--- config.mk ---
export PLATFORM = sky130hd
export DESIGN_NAME = sig_result_collector
export DESIGN_NICKNAME = d
export VERILOG_FILES = /design/src/rtl/sig_result_collector.sv
export SDC_FILE = /design/constraint.sdc
export NUM_CORES = 1
export LEC_CHECK = 0
export ABC_AREA = 0
export BUFFER_PORTS_ARGS = -buffer_cell sky130_fd_sc_hd__buf_2
export CAP_MARGIN = 20
export CELL_PAD_IN_SITES_DETAIL_PLACEMENT = 0
export CELL_PAD_IN_SITES_GLOBAL_PLACEMENT = 1
export CORE_MARGIN = 5
export CORE_UTILIZATION = 50
export CTS_CLUSTER_DIAMETER = 80
export CTS_CLUSTER_SIZE = 25
export DETAILED_ROUTE_END_ITERATION = 10
export PLACE_DENSITY = 0.75
export SLEW_MARGIN = 20
export SYNTH_ARGS = -nofsm -noshare
export SYNTH_HDL_FRONTEND = slang
export SYNTH_SLANG_ARGS = --single-unit
--- constraint.sdc ---
create_clock -name clk -period 11.37 [get_ports clk]
set_clock_uncertainty 0.05 [all_clocks]
set_input_delay 0.5685 -clock clk [delete_from_list [all_inputs] [get_ports clk]]
set_output_delay 0.5685 -clock clk [all_outputs]
set_load 0.05 [all_outputs]
--- src/rtl/sig_result_collector.sv ---
// sig_result_collector: collects FP32 results from a sigmoid activation unit,
// classifies each word, buffers it in a show-ahead FIFO and hands it downstream
// with valid/ready. It also issues credits so the issuer can never have more
// results in flight than the FIFO can absorb.
// Optional macro SIG_COLLECT_STATS_EN adds saturating result statistics ports.
module sig_result_collector #(
    parameter int DWIDTH = 32,
    parameter int DEPTH  = 8,
    parameter int PTR_W  = 3
) (
    input  logic              clk,
    input  logic              rst,
    input  logic              issue,
    output logic              issue_ok,
    input  logic [DWIDTH-1:0] y_in,
    input  logic              y_valid,
    output logic [DWIDTH-1:0] m_data,
    output logic [3:0]        m_flags,
    output logic              m_valid,
    input  logic              m_ready,
    output logic [PTR_W:0]    outstanding,
    output logic [1:0]        err
`ifdef SIG_COLLECT_STATS_EN
    ,
    output logic [15:0]       stat_total,
    output logic [15:0]       stat_sat,
    output logic [15:0]       stat_nan
`endif
);

    localparam logic [PTR_W:0]   LP_DEPTH    = (PTR_W+1)'(DEPTH);
    localparam logic [PTR_W+1:0] LP_DEPTH_W  = (PTR_W+2)'(DEPTH);

    // Flag order is {neg, nan, sat_one, sat_zero}; bit positions assume FP32.
    function automatic logic [3:0] classify(input logic [DWIDTH-1:0] y);
        logic neg, nan, one, zero;
        neg  = y[31];
        nan  = (y[30:23] == 8'hFF) && (y[22:0] != 23'd0);
        one  = (y == 32'h3F80_0000);
        zero = (y[30:0] == 31'd0);
        return {neg, nan, one, zero};
    endfunction

    logic [DWIDTH+3:0] r_mem [DEPTH];
    logic [PTR_W-1:0]  r_wr_ptr;
    logic [PTR_W-1:0]  r_rd_ptr;
    logic [PTR_W:0]    r_count;
    logic [PTR_W:0]    r_outst;
    logic [1:0]        r_err;

    logic              w_rd;
    logic              w_wr;
    logic              w_iss_acc;
    logic [PTR_W+1:0]  w_credit_sum;
    logic [3:0]        w_flags_in;

    // Credit check and FIFO handshakes, all derived from registered state.
    always_comb begin
        w_credit_sum = {1'b0, r_count} + {1'b0, r_outst};
        issue_ok     = (w_credit_sum < LP_DEPTH_W);
        m_valid      = (r_count != '0);
        w_rd         = m_valid && m_ready;
        w_wr         = y_valid && ((r_count < LP_DEPTH) || w_rd);
        w_iss_acc    = issue && issue_ok;
        w_flags_in   = classify(y_in);
    end

    // Head of FIFO; outputs are forced to zero while nothing is buffered.
    always_comb begin
        m_data  = '0;
        m_flags = '0;
        if (m_valid) begin
            m_data  = r_mem[r_rd_ptr][DWIDTH-1:0];
            m_flags = r_mem[r_rd_ptr][DWIDTH+3:DWIDTH];
        end
    end

    // Result storage: data and flags written together, never reset.
    always_ff @(posedge clk) begin
        if (w_wr) begin
            r_mem[r_wr_ptr] <= {w_flags_in, y_in};
        end
    end

    // FIFO pointers and occupancy; pointers wrap naturally at DEPTH.
    always_ff @(posedge clk or negedge rst) begin
        if (!rst) begin
            r_wr_ptr <= '0;
            r_rd_ptr <= '0;
            r_count  <= '0;
        end else begin
            if (w_wr) r_wr_ptr <= r_wr_ptr + PTR_W'(1);
            if (w_rd) r_rd_ptr <= r_rd_ptr + PTR_W'(1);
            case ({w_wr, w_rd})
                2'b10:   r_count <= r_count + (PTR_W+1)'(1);
                2'b01:   r_count <= r_count - (PTR_W+1)'(1);
                default: r_count <= r_count;
            endcase
        end
    end

    // In-flight operand counter; a return with nothing outstanding saturates at 0.
    always_ff @(posedge clk or negedge rst) begin
        if (!rst) begin
            r_outst <= '0;
        end else if (w_iss_acc && y_valid) begin
            r_outst <= r_outst;
        end else if (w_iss_acc) begin
            r_outst <= r_outst + (PTR_W+1)'(1);
        end else if (y_valid && (r_outst != '0)) begin
            r_outst <= r_outst - (PTR_W+1)'(1);
        end
    end

    // Sticky errors: bit 1 = result dropped on full FIFO, bit 0 = issue without credit.
    always_ff @(posedge clk or negedge rst) begin
        if (!rst) begin
            r_err <= '0;
        end else begin
            if (y_valid && !w_wr)   r_err[1] <= 1'b1;
            if (issue && !issue_ok) r_err[0] <= 1'b1;
        end
    end

    assign outstanding = r_outst;
    assign err         = r_err;

`ifdef SIG_COLLECT_STATS_EN
    logic [15:0] r_stat_total;
    logic [15:0] r_stat_sat;
    logic [15:0] r_stat_nan;

    // Saturating statistics, counted only for results actually written.
    always_ff @(posedge clk or negedge rst) begin
        if (!rst) begin
            r_stat_total <= '0;
            r_stat_sat   <= '0;
            r_stat_nan   <= '0;
        end else if (w_wr) begin
            if (r_stat_total != 16'hFFFF) r_stat_total <= r_stat_total + 16'd1;
            if ((w_flags_in[1] || w_flags_in[0]) && (r_stat_sat != 16'hFFFF))
                r_stat_sat <= r_stat_sat + 16'd1;
            if (w_flags_in[2] && (r_stat_nan != 16'hFFFF))
                r_stat_nan <= r_stat_nan + 16'd1;
        end
    end

    assign stat_total = r_stat_total;
    assign stat_sat   = r_stat_sat;
    assign stat_nan   = r_stat_nan;
`endif

endmodule

# Word level (Yosys, flattened, before mapping)

Memories as Yosys holds them, arrays and structs flattened.
Index checks and enable logic that the tools add are counted.

Memories: 1
Bits in writable memories: 288
Register bits: 16

Memories:

| memory | words | bits a word | rd ports | clocked after memory_dff | wr ports | RTL line | text |
|---|---|---|---|---|---|---|---|
| r_mem  | 8     | 36          | 1        | 0                        | 1        | 44       | `logic [DWIDTH+3:0] r_mem [DEPTH];` |

Multiplexer cells: 7
Reduce and logical (&&, ||, !) cells: 18
Eq/ne operators: 4
Order comparisons: 2
Add/sub/neg operators: 7
Bitwise gates (word level): 1

Operators by type and width:

| cell                                                | number |
|---|---|
| == test 32 x 30 -> 1 bit (second input constant)    | 1 |
| two-way mux 32 bit                                  | 1 |
| logical NOT 31 bit                                  | 1 |
| nonzero test 23 bit                                 | 1 |
| two-way mux 4 bit                                   | 3 |
| adder 4 x 1 -> 4 bit (second input constant)        | 2 |
| == test 8 bit (second input constant)               | 1 |
| logical AND 1 bit                                   | 8 |
| one-hot mux 4 bit (2 select lines)                  | 1 |
| nonzero test 4 bit                                  | 2 |
| subtractor 4 x 1 -> 4 bit (second input constant)   | 2 |
| adder 3 x 1 -> 3 bit (second input constant)        | 2 |
| adder 4 x 4 -> 5 bit                                | 1 |
| < comparator 5 x 4 -> 1 bit (second input constant) | 1 |
| < comparator 4 bit (second input constant)          | 1 |
| nonzero test 2 bit                                  | 2 |
| == test 2 x 1 -> 1 bit (second input constant)      | 1 |
| == test 2 bit (second input constant)               | 1 |
| logical NOT 1 bit                                   | 2 |
| two-way mux 1 bit                                   | 2 |
| AND reduction 2 bit                                 | 1 |
| logical OR 1 bit                                    | 1 |
| inverter 1 bit                                      | 1 |

# Longest topological paths before layout

Gate-level depths: netlist of run 1.

Depth after elaboration: 6
Depth in mapped cells: 11
Depth with buffers taken out: 10

# Worst setup path after synthesis of run 1

OpenSTA, ideal clock, no wires.

Path type: input to register
From: input m_ready
To: memory r_mem[0][0] (netlist bit), enable pin
Slack: 7332 ps
Required time: 10849 ps
Library setup time: 471 ps
Data arrival time: 3517 ps
Path buffers: 0
Stages on the path: 4
Path through: nand2b_1 nand2_1 or2_1 nor3_1

Cells in the longest elaborated chain, start to end: 5

Ends and longest elaborated chain:

| what                                    | RTL line | text |
|---|---|---|
| start, declared                         | 20       | `input logic m_ready,` |
| logical AND 1 bit                       | 62       | `w_rd = m_valid && m_ready;` |
| logical OR 1 bit                        | 63       | `w_wr = y_valid && ((r_count < LP_DEPTH) \|\| w_rd);` |
| logical AND 1 bit                       | 63       |  |
| two-way mux 1 bit                       | 80       | `if (w_wr) begin` |
| two-way mux 1 bit (implied by the code) | 81       | `r_mem[r_wr_ptr] <= {w_flags_in, y_in};` |
| end, declared                           | 44       |  |

No other way between the ends.

# Worst setup path in the final report of run 1

From: register r_rd_ptr[0]
To: output m_flags[2]

Cells in the longest elaborated chain, start to end: 2

Ends and longest elaborated chain:

| what                     | RTL line | text |
|---|---|---|
| start, declared          | 46       | `logic [PTR_W-1:0] r_rd_ptr;` |
| start signal, assigned   | 93       | `if (w_rd) r_rd_ptr <= r_rd_ptr + PTR_W'(1);` |
| memory read (8 x 36 bit) | n/a      |  |
| two-way mux 4 bit        | 72       | `if (m_valid) begin` |
| end, declared            | 18       | `output logic [3:0] m_flags,` |

No other way between the ends.

==> metrics.md, run 1 <==
| Metric | Value |
|---|---|
| Antenna-violating nets left | 0 |
| FILL cells | 1772 |
| Placed instance area | 12500 µm² |
| Crit-path max FO | 40 |
| Crit Path Class | reg -> out |
| RSZ-0062 raised after global routing | no |
| Worst Slack Setup Final | 7.48 ns |
| Area occupied by multi-input gates | 2780 µm² |
| Fmax | 257 MHz |
| Switch share | 39.3% |
| Die H | 163 µm |
| Pin count of the biggest net entering global routing | 47 |
| Top-Level Pins | 81 |
| GPL Wtd Cong | 0.717 |
| Vias | 5378 |
| Sw power | 0.00140 W |
| FF/Latch Area | 8810 µm² |
| Cell-internal power | 0.00216 W |
| Worst min-delay path class | in -> reg |
| Final Cell Area | 13000 µm² |
| Post-placement cell count | 937 |
| I/O Buffers | 80 |
| N_diodes | 0 |
| Combinational power share | 41.0% |
| Total Routed Length | 22.3 mm |
| Gates resized, CTS repair | 0 |
| Clock power share | 17.8% |
| Grt ovf | 0 |
| Unique masters post-synth | 41 |
| Seq cells post-synth | 296 |
| Post-Route Utilization | 56.0% |
| Final period util | 34.2% |
| Post-Synthesis Cell Area | 11700 µm² |
| Lkg Pwr | 4.36 nW |
| Routed WL per cell | 23.2 µm |
| DR pass1 iterations | 4 |
| Detail Placement HPWL | 12.9 mm |
| CP required | 10.75 ns |
| Sequential share of power | 41.2% |
| Worst-path clk slew | 0.10 ns |
| Die W | 163 µm |
| Num CTS Buffers | 16 |
| Pwr/cell area | 273 nW/µm² |
| Fin cells | 962 |
| CTS Sinks | 296 |
| Yosys warnings | 0 |
| Post-synthesis net count | 598 |
| Residual DRC | 0 |
| Fin Setup TNS | 0 ns |
| Count of standard-cell rows | 56 |
| Worst setup EP type | output pin |
| DP Worst Slack | 7.89 ns |
| Share of cells above drive strength 1 | 31.4% |
| Crit path DAT | 3.28 ns |
| Status | completed |
| MaxCap Viol Count | 0 |
| Count of pins over their slew limit | 0 |
| Most frequent cells in the layout | 280 x edfxtp_1, 80 x buf_2, 70 x mux4_2 |
| Root Driver | clkbuf_16 |
| Most common cell after layout, fill and taps aside | edfxtp_1 |
| H-tree Lvls | 1 |
| Core Area | 23300 µm² |
| Skew-Pair Late Insertion Delay | 0.50 ns |
| Final net count | 685 |
| Register area share after synthesis | 75.5% |
| Min Tclk post-route | 3.89 ns |
| Crit start category | flop |
| Total track usage | 17.0% |
| Fin. Hold Viols | 0 |
| CTS Buffer Depth | 3 |
| Initial antenna violation count | 1 |
| Initial core utilization | 50.2% |
| Syn Inst Count | 550 |
| Number of global-route vias before repair | 5648 |
| First-pass GRT wire length | 34.2 mm |
| Initial drt markers | 415 |
| VDD IR max | 0.135 mV |
| Die footprint | 26500 µm² |
| CTS tree | done |
| Via/cell ratio | 5.59 |
| Worst Tran Pin Value | 0.849 ns |
| Area Overhead vs Synth | 11.5% |
| Final count of negative-setup-slack endpoints | 0 |
| Max-slew headroom | 43.1% |
| Syn avg cell area | 21.2 µm² |
-- timing repair --
item,in CTS,in global routing
setup buffers,0,0
hold endpoints to repair,16,0
hold buffers,1,0
-- final timing paths --
kind,end,start,slack [ns],cells after the start
hold reg to reg,err[1]$_DFFE_PN0P_,err[1]$_DFFE_PN0P_,0.43,1
setup / recovery,m_flags[2],r_rd_ptr[0]$_DFFE_PN0P_,7.48,5
max in group asynchronous,r_rd_ptr[0]$_DFFE_PN0P_,rst,10.49,2
min in group asynchronous,r_wr_ptr[1]$_DFFE_PN0P_,rst,0.47,2
hold / removal,err[0]$_DFFE_PN0P_,issue,0.29,3
setup reg to reg,r_mem[0][21]$_DFFE_PP_,r_count[3]$_DFFE_PN0P_,8.48,5
-- cell families (layout without fill, tap and decap cells) --
logic type	Yosys count	in the layout	share of synthesized area (%)
mux	112	112	17.2
fa+ha+maj	11	11	1.24
buf+inv	29	122	1.16
flops	296	296	75.5
simple gates	78	78	3.29
compound gates	13	13	0.815
xor+xnor	11	11	0.825
-- critical path: stages (launching register included) --
cell and delay [ns]:
dfrtp_4 0.85, buf_4 0.74, mux4_2 0.58, mux2i_1 0.23, nor2_1 0.07, buf_2 0.23
-- area by class of cell --
| type | instances | share of cell area, % |
|---|---|---|
| flip-flops and latches | 296 | 67.7 |
| multi-input cells | 225 | 21.4 |
| repair buffers | 94 | 3.90 |
| clock buffers | 20 | 3.35 |
| well taps | 319 | 3.07 |
| clock inverters | 4 | 0.461 |
| inverters | 4 | 0.115 |
-- metal layers --
layer / track usage (%) / vias up / routed length [µm]
met1: 24.1 / 2806 / 9230
met4: 3.35 / 2 / 279
li1: - / 2414 / -
met5: 0 / - / 7
met2: 28.8 / 134 / 11500
met3: 2.33 / 22 / 1290
-- synthesized netlist by cell type, drive strengths merged --
library cell	n	area share (%)
dfrtp	16	3.4
nand2b	3	0.16
clkbuf	10	0.32
o21a	1	0.064
nand2	6	0.19
and3b	2	0.15
nor4bb	1	0.086
nor2	43	1.4
nor4	7	0.50
o211ai	1	0.11
a211oi	2	0.13
xnor2	4	0.30
xor2	7	0.53
mux2	5	0.51
a31oi	1	0.054
or2	1	0.054
buf	15	0.71
o21ai	1	0.043
a21oi	3	0.13
mux2i	37	3.2
nor3	6	0.26
o21bai	2	0.13
nand4	2	0.11
and2	1	0.075
and3	1	0.054
inv	4	0.13
o41ai	1	0.075
edfxtp	280	72
o211a	1	0.086
nand3	4	0.17
ha	10	1.1
mux4	70	14
nand4bb	1	0.096
fa	1	0.17
-- per-stage QoR --
stage                     hold WS [ns]  power (W)
final                            0.295    0.00356
after global routing             0.292    0.00374
after CTS                        0.283    0.00361
after detailed placement         0.419    0.00298
after global placement           0.407    0.00295
after floorplan                  0.223    0.00262
-- flip-flops by register name, indices dropped and copies added, names as in the netlist --
register,flops
r_mem,280
r_count,4
r_rd_ptr,3
r_wr_ptr,3
outstanding,4
err,2
-- power groups by stage --
stage	clock [W]	combinational (W)	sequential, W
CTS	0.000645	0.00149	0.00147
global route	0.000689	0.00156	0.00149
floorplan	0	0.00117	0.00145
finish	0.000631	0.00146	0.00147
detailed placement	0	0.00149	0.00150
global placement	0	0.00146	0.00149
Note: power is estimated with default switching activity, not from simulation.
==> inputs of run 2 (changes only) <==
Settings changed: CORE_UTILIZATION 50 to 48.
Clock period 11.37 ns to 3.5 ns, I/O delays scaled along.
==> run 2 against run 1 <==
Clock power grew to 3.2 times the previous value; sequential share of layout area fell by 2.2 points; register-to-register slack worse by 7.5 ns; power increased to 3.3 times the previous value; count of clock-buffer cells in the layout unchanged.
==> metrics.md, run 2 (synthesis gave the netlist of run 1 again) <==
| Metric | Value |
|---|---|
| Routed WL per cell | 22.8 µm (was 23.2 µm) |
| Worst-path clk slew | 0.09 ns (was 0.10 ns) |
| Crit start category | flop (unchanged) |
| MaxCap Viol Count | 0 (unchanged) |
| Worst setup EP type | output pin (unchanged) |
| Lkg Pwr | 4.54 nW (was 4.36 nW) |
| Most frequent cells in the layout | 280 x edfxtp_1, 80 x buf_2, 70 x mux4_2 (unchanged) |
| Initial drt markers | 397 (was 415) |
| Total Routed Length | 23.0 mm (was 22.3 mm) |
| Pwr/cell area | 870 nW/µm² (was 273 nW/µm²) |
| Area Overhead vs Synth | 15.2% (was 11.5%) |
| Initial antenna violation count | 0 (was 1) |
| Crit-path max FO | 24 (was 40) |
| Top-Level Pins | 81 (unchanged) |
| Share of cells above drive strength 1 | 30.1% (was 31.4%) |
| CTS Sinks | 296 (unchanged) |
| Worst min-delay path class | in -> async (was in -> reg) |
| N_diodes | 0 (unchanged) |
| Hold WS | 0.0880 ns (was 0.295 ns) |
| R2r worst-path depth | 8 (was 5) |
| Max-slew headroom | 53.6% (was 43.1%) |
| Final net count | 723 (was 685) |
| Initial core utilization | 48.4% (was 50.2%) |
| Number of setup buffers added after CTS | 0 (unchanged) |
| Pin count of the biggest net entering global routing | 36 (was 47) |
| CTS tree | done (unchanged) |
| CTS Buffer Depth | 3 (unchanged) |
| Max reg flops | 280 (unchanged) |
| Skew-Pair Late Insertion Delay | 0.49 ns (was 0.50 ns) |
| Vias | 5637 (was 5378) |
| H-tree Lvls | 1 (unchanged) |
| Crit Path Class | reg -> out (unchanged) |
| Final count of negative-setup-slack endpoints | 0 (unchanged) |
| RSZ-0062 raised after global routing | no (unchanged) |
| First-pass GRT wire length | 35.9 mm (was 34.2 mm) |
| Fin. Hold Viols | 0 (unchanged) |
| VDD IR max | 0.417 mV (was 0.135 mV) |
| FILL cells | 1857 (was 1772) |
| Gates resized, CTS repair | 0 (unchanged) |
| Fin Setup TNS | 0 ns (unchanged) |
| Detail Placement HPWL | 13.3 mm (was 12.9 mm) |
| Reg2reg start | r_count[1]$_DFFE_PN0P_ (was r_count[3]$_DFFE_PN0P_) |
| Die footprint | 27500 µm² (was 26500 µm²) |
| Critical R2R Capture | outstanding[3]$_DFFE_PN0P_ (was r_mem[0][21]$_DFFE_PP_) |
| Via/cell ratio | 5.61 (was 5.59) |
| Die H | 166 µm (was 163 µm) |
| Area occupied by multi-input gates | 2800 µm² (was 2780 µm²) |
| Crit path DAT | 2.67 ns (was 3.28 ns) |
| Number of global-route vias before repair | 6040 (was 5648) |
| Most common cell after layout, fill and taps aside | edfxtp_1 (unchanged) |
| Num CTS Buffers | 16 (unchanged) |
| Count of standard-cell rows | 57 (was 56) |
| I/O Buffers | 80 (unchanged) |
| Final period util | 82.8% |
| Antenna-violating nets left | 0 (unchanged) |
| Final Cell Area | 13400 µm² (was 13000 µm²) |
| Status | completed (unchanged) |
| Placed instance area | 12600 µm² (was 12500 µm²) |
| Fmax | 345 MHz |
| FF/Latch Area | 8810 µm² (unchanged) |
| Residual DRC | 0 (unchanged) |
| Core Area | 24100 µm² (was 23300 µm²) |
| Register with the most flip-flops | r_mem (unchanged) |
| GPL Wtd Cong | 0.716 (was 0.717) |
| Die W | 166 µm (was 163 µm) |
| DR pass1 iterations | 6 (was 4) |
| Total track usage | 16.5% (was 17.0%) |
| Root Driver | clkbuf_16 (unchanged) |
| Min Tclk post-route | 2.90 ns |
| CP required | 3.27 ns (was 10.75 ns) |
| Count of pins over their slew limit | 0 (unchanged) |
| Worst reg-to-reg setup slack | 1.03 ns (was 8.48 ns) |
| Grt ovf | 0 (unchanged) |
| Worst Tran Pin Value | 0.694 ns (was 0.849 ns) |
run 2: cell count changes in the layout (fill, tap and decap cells not counted), sizes merged:
cell	previous run	this run
clkinvlp	0	2
buf	93	96
clkinv	1	0
inv	6	5
dlygate4sd3	1	36
run 2: through the flow:
step	std cells	worst slack (ns)	total power [W]	utilization [%]
4_1_cts	1005	0.491	0.0119	55.8
5_1_grt	1005	0.387	0.0123	55.8
3_3_place_gp	945	1.09	0.00971	52.2
6_report	1005	0.600	0.0117	55.8
2_1_floorplan	550	0.567	0.00851	-
3_5_place_dp	945	1.04	0.00981	52.2
run 2: critical path: stages (launching register included):
cell and delay [ns]:
dfrtp_4 0.76, buf_4 0.37, mux4_2 0.55, mux2i_1 0.20, nor2_1 0.06, buf_2 0.23
run 2: how the worst max path moves through the flow:
| stage | depth (start not counted) | end | slack [ns] | startpoint |
|---|---|---|---|---|
| 2_1_floorplan | 4 | r_mem[2][0]$_DFFE_PP_ | 0.57 | r_count[3]$_DFFE_PN0P_ |
| 3_3_place_gp | 5 | m_data[17] | 1.09 | r_rd_ptr[0]$_DFFE_PN0P_ |
| 3_5_place_dp | 5 | m_data[17] | 1.04 | r_rd_ptr[0]$_DFFE_PN0P_ |
| 4_1_cts | 5 | m_data[17] | 0.49 | r_rd_ptr[0]$_DFFE_PN0P_ |
| 5_1_grt | 5 | m_data[17] | 0.39 | r_rd_ptr[0]$_DFFE_PN0P_ |
| 6_report | 5 | m_data[17] | 0.60 | r_rd_ptr[0]$_DFFE_PN0P_ |
run 2: final cells by class:
class / instances / share of cell area (%)
Inverter: 4 / 0.112
Clock buffer: 20 / 3.25
Multi-Input combinational cell: 225 / 20.8
Timing Repair Buffer: 132 / 6.83
Sequential cell: 296 / 65.6
Clock inverter: 4 / 0.456
Tap cell: 324 / 3.01
run 2: per-layer routing:
layer | track usage (%) | vias up | routed length (µm)
li1 | - | 2490 | -
met1 | 23.5 | 3010 | 10100
met2 | 28.1 | 113 | 11700
met3 | 2.21 | 24 | 864
met4 | 3.16 | 0 | 288
met5 | 0 | - | 0
run 2: where the power goes:
| part | switching (W) | internal (W) | leakage, nW |
|---|---|---|---|
| sequential | 0.000431 | 0.00439 | 2.71 |
| combinational | 0.00312 | 0.00173 | 1.59 |
| clock | 0.00105 | 0.000978 | 0.235 |
run 2: timing repair:
item                                    in CTS  in global routing
endpoints found under the setup margin       0                  0
hold buffers                                36                  0
endpoints found under the hold margin      276                  0
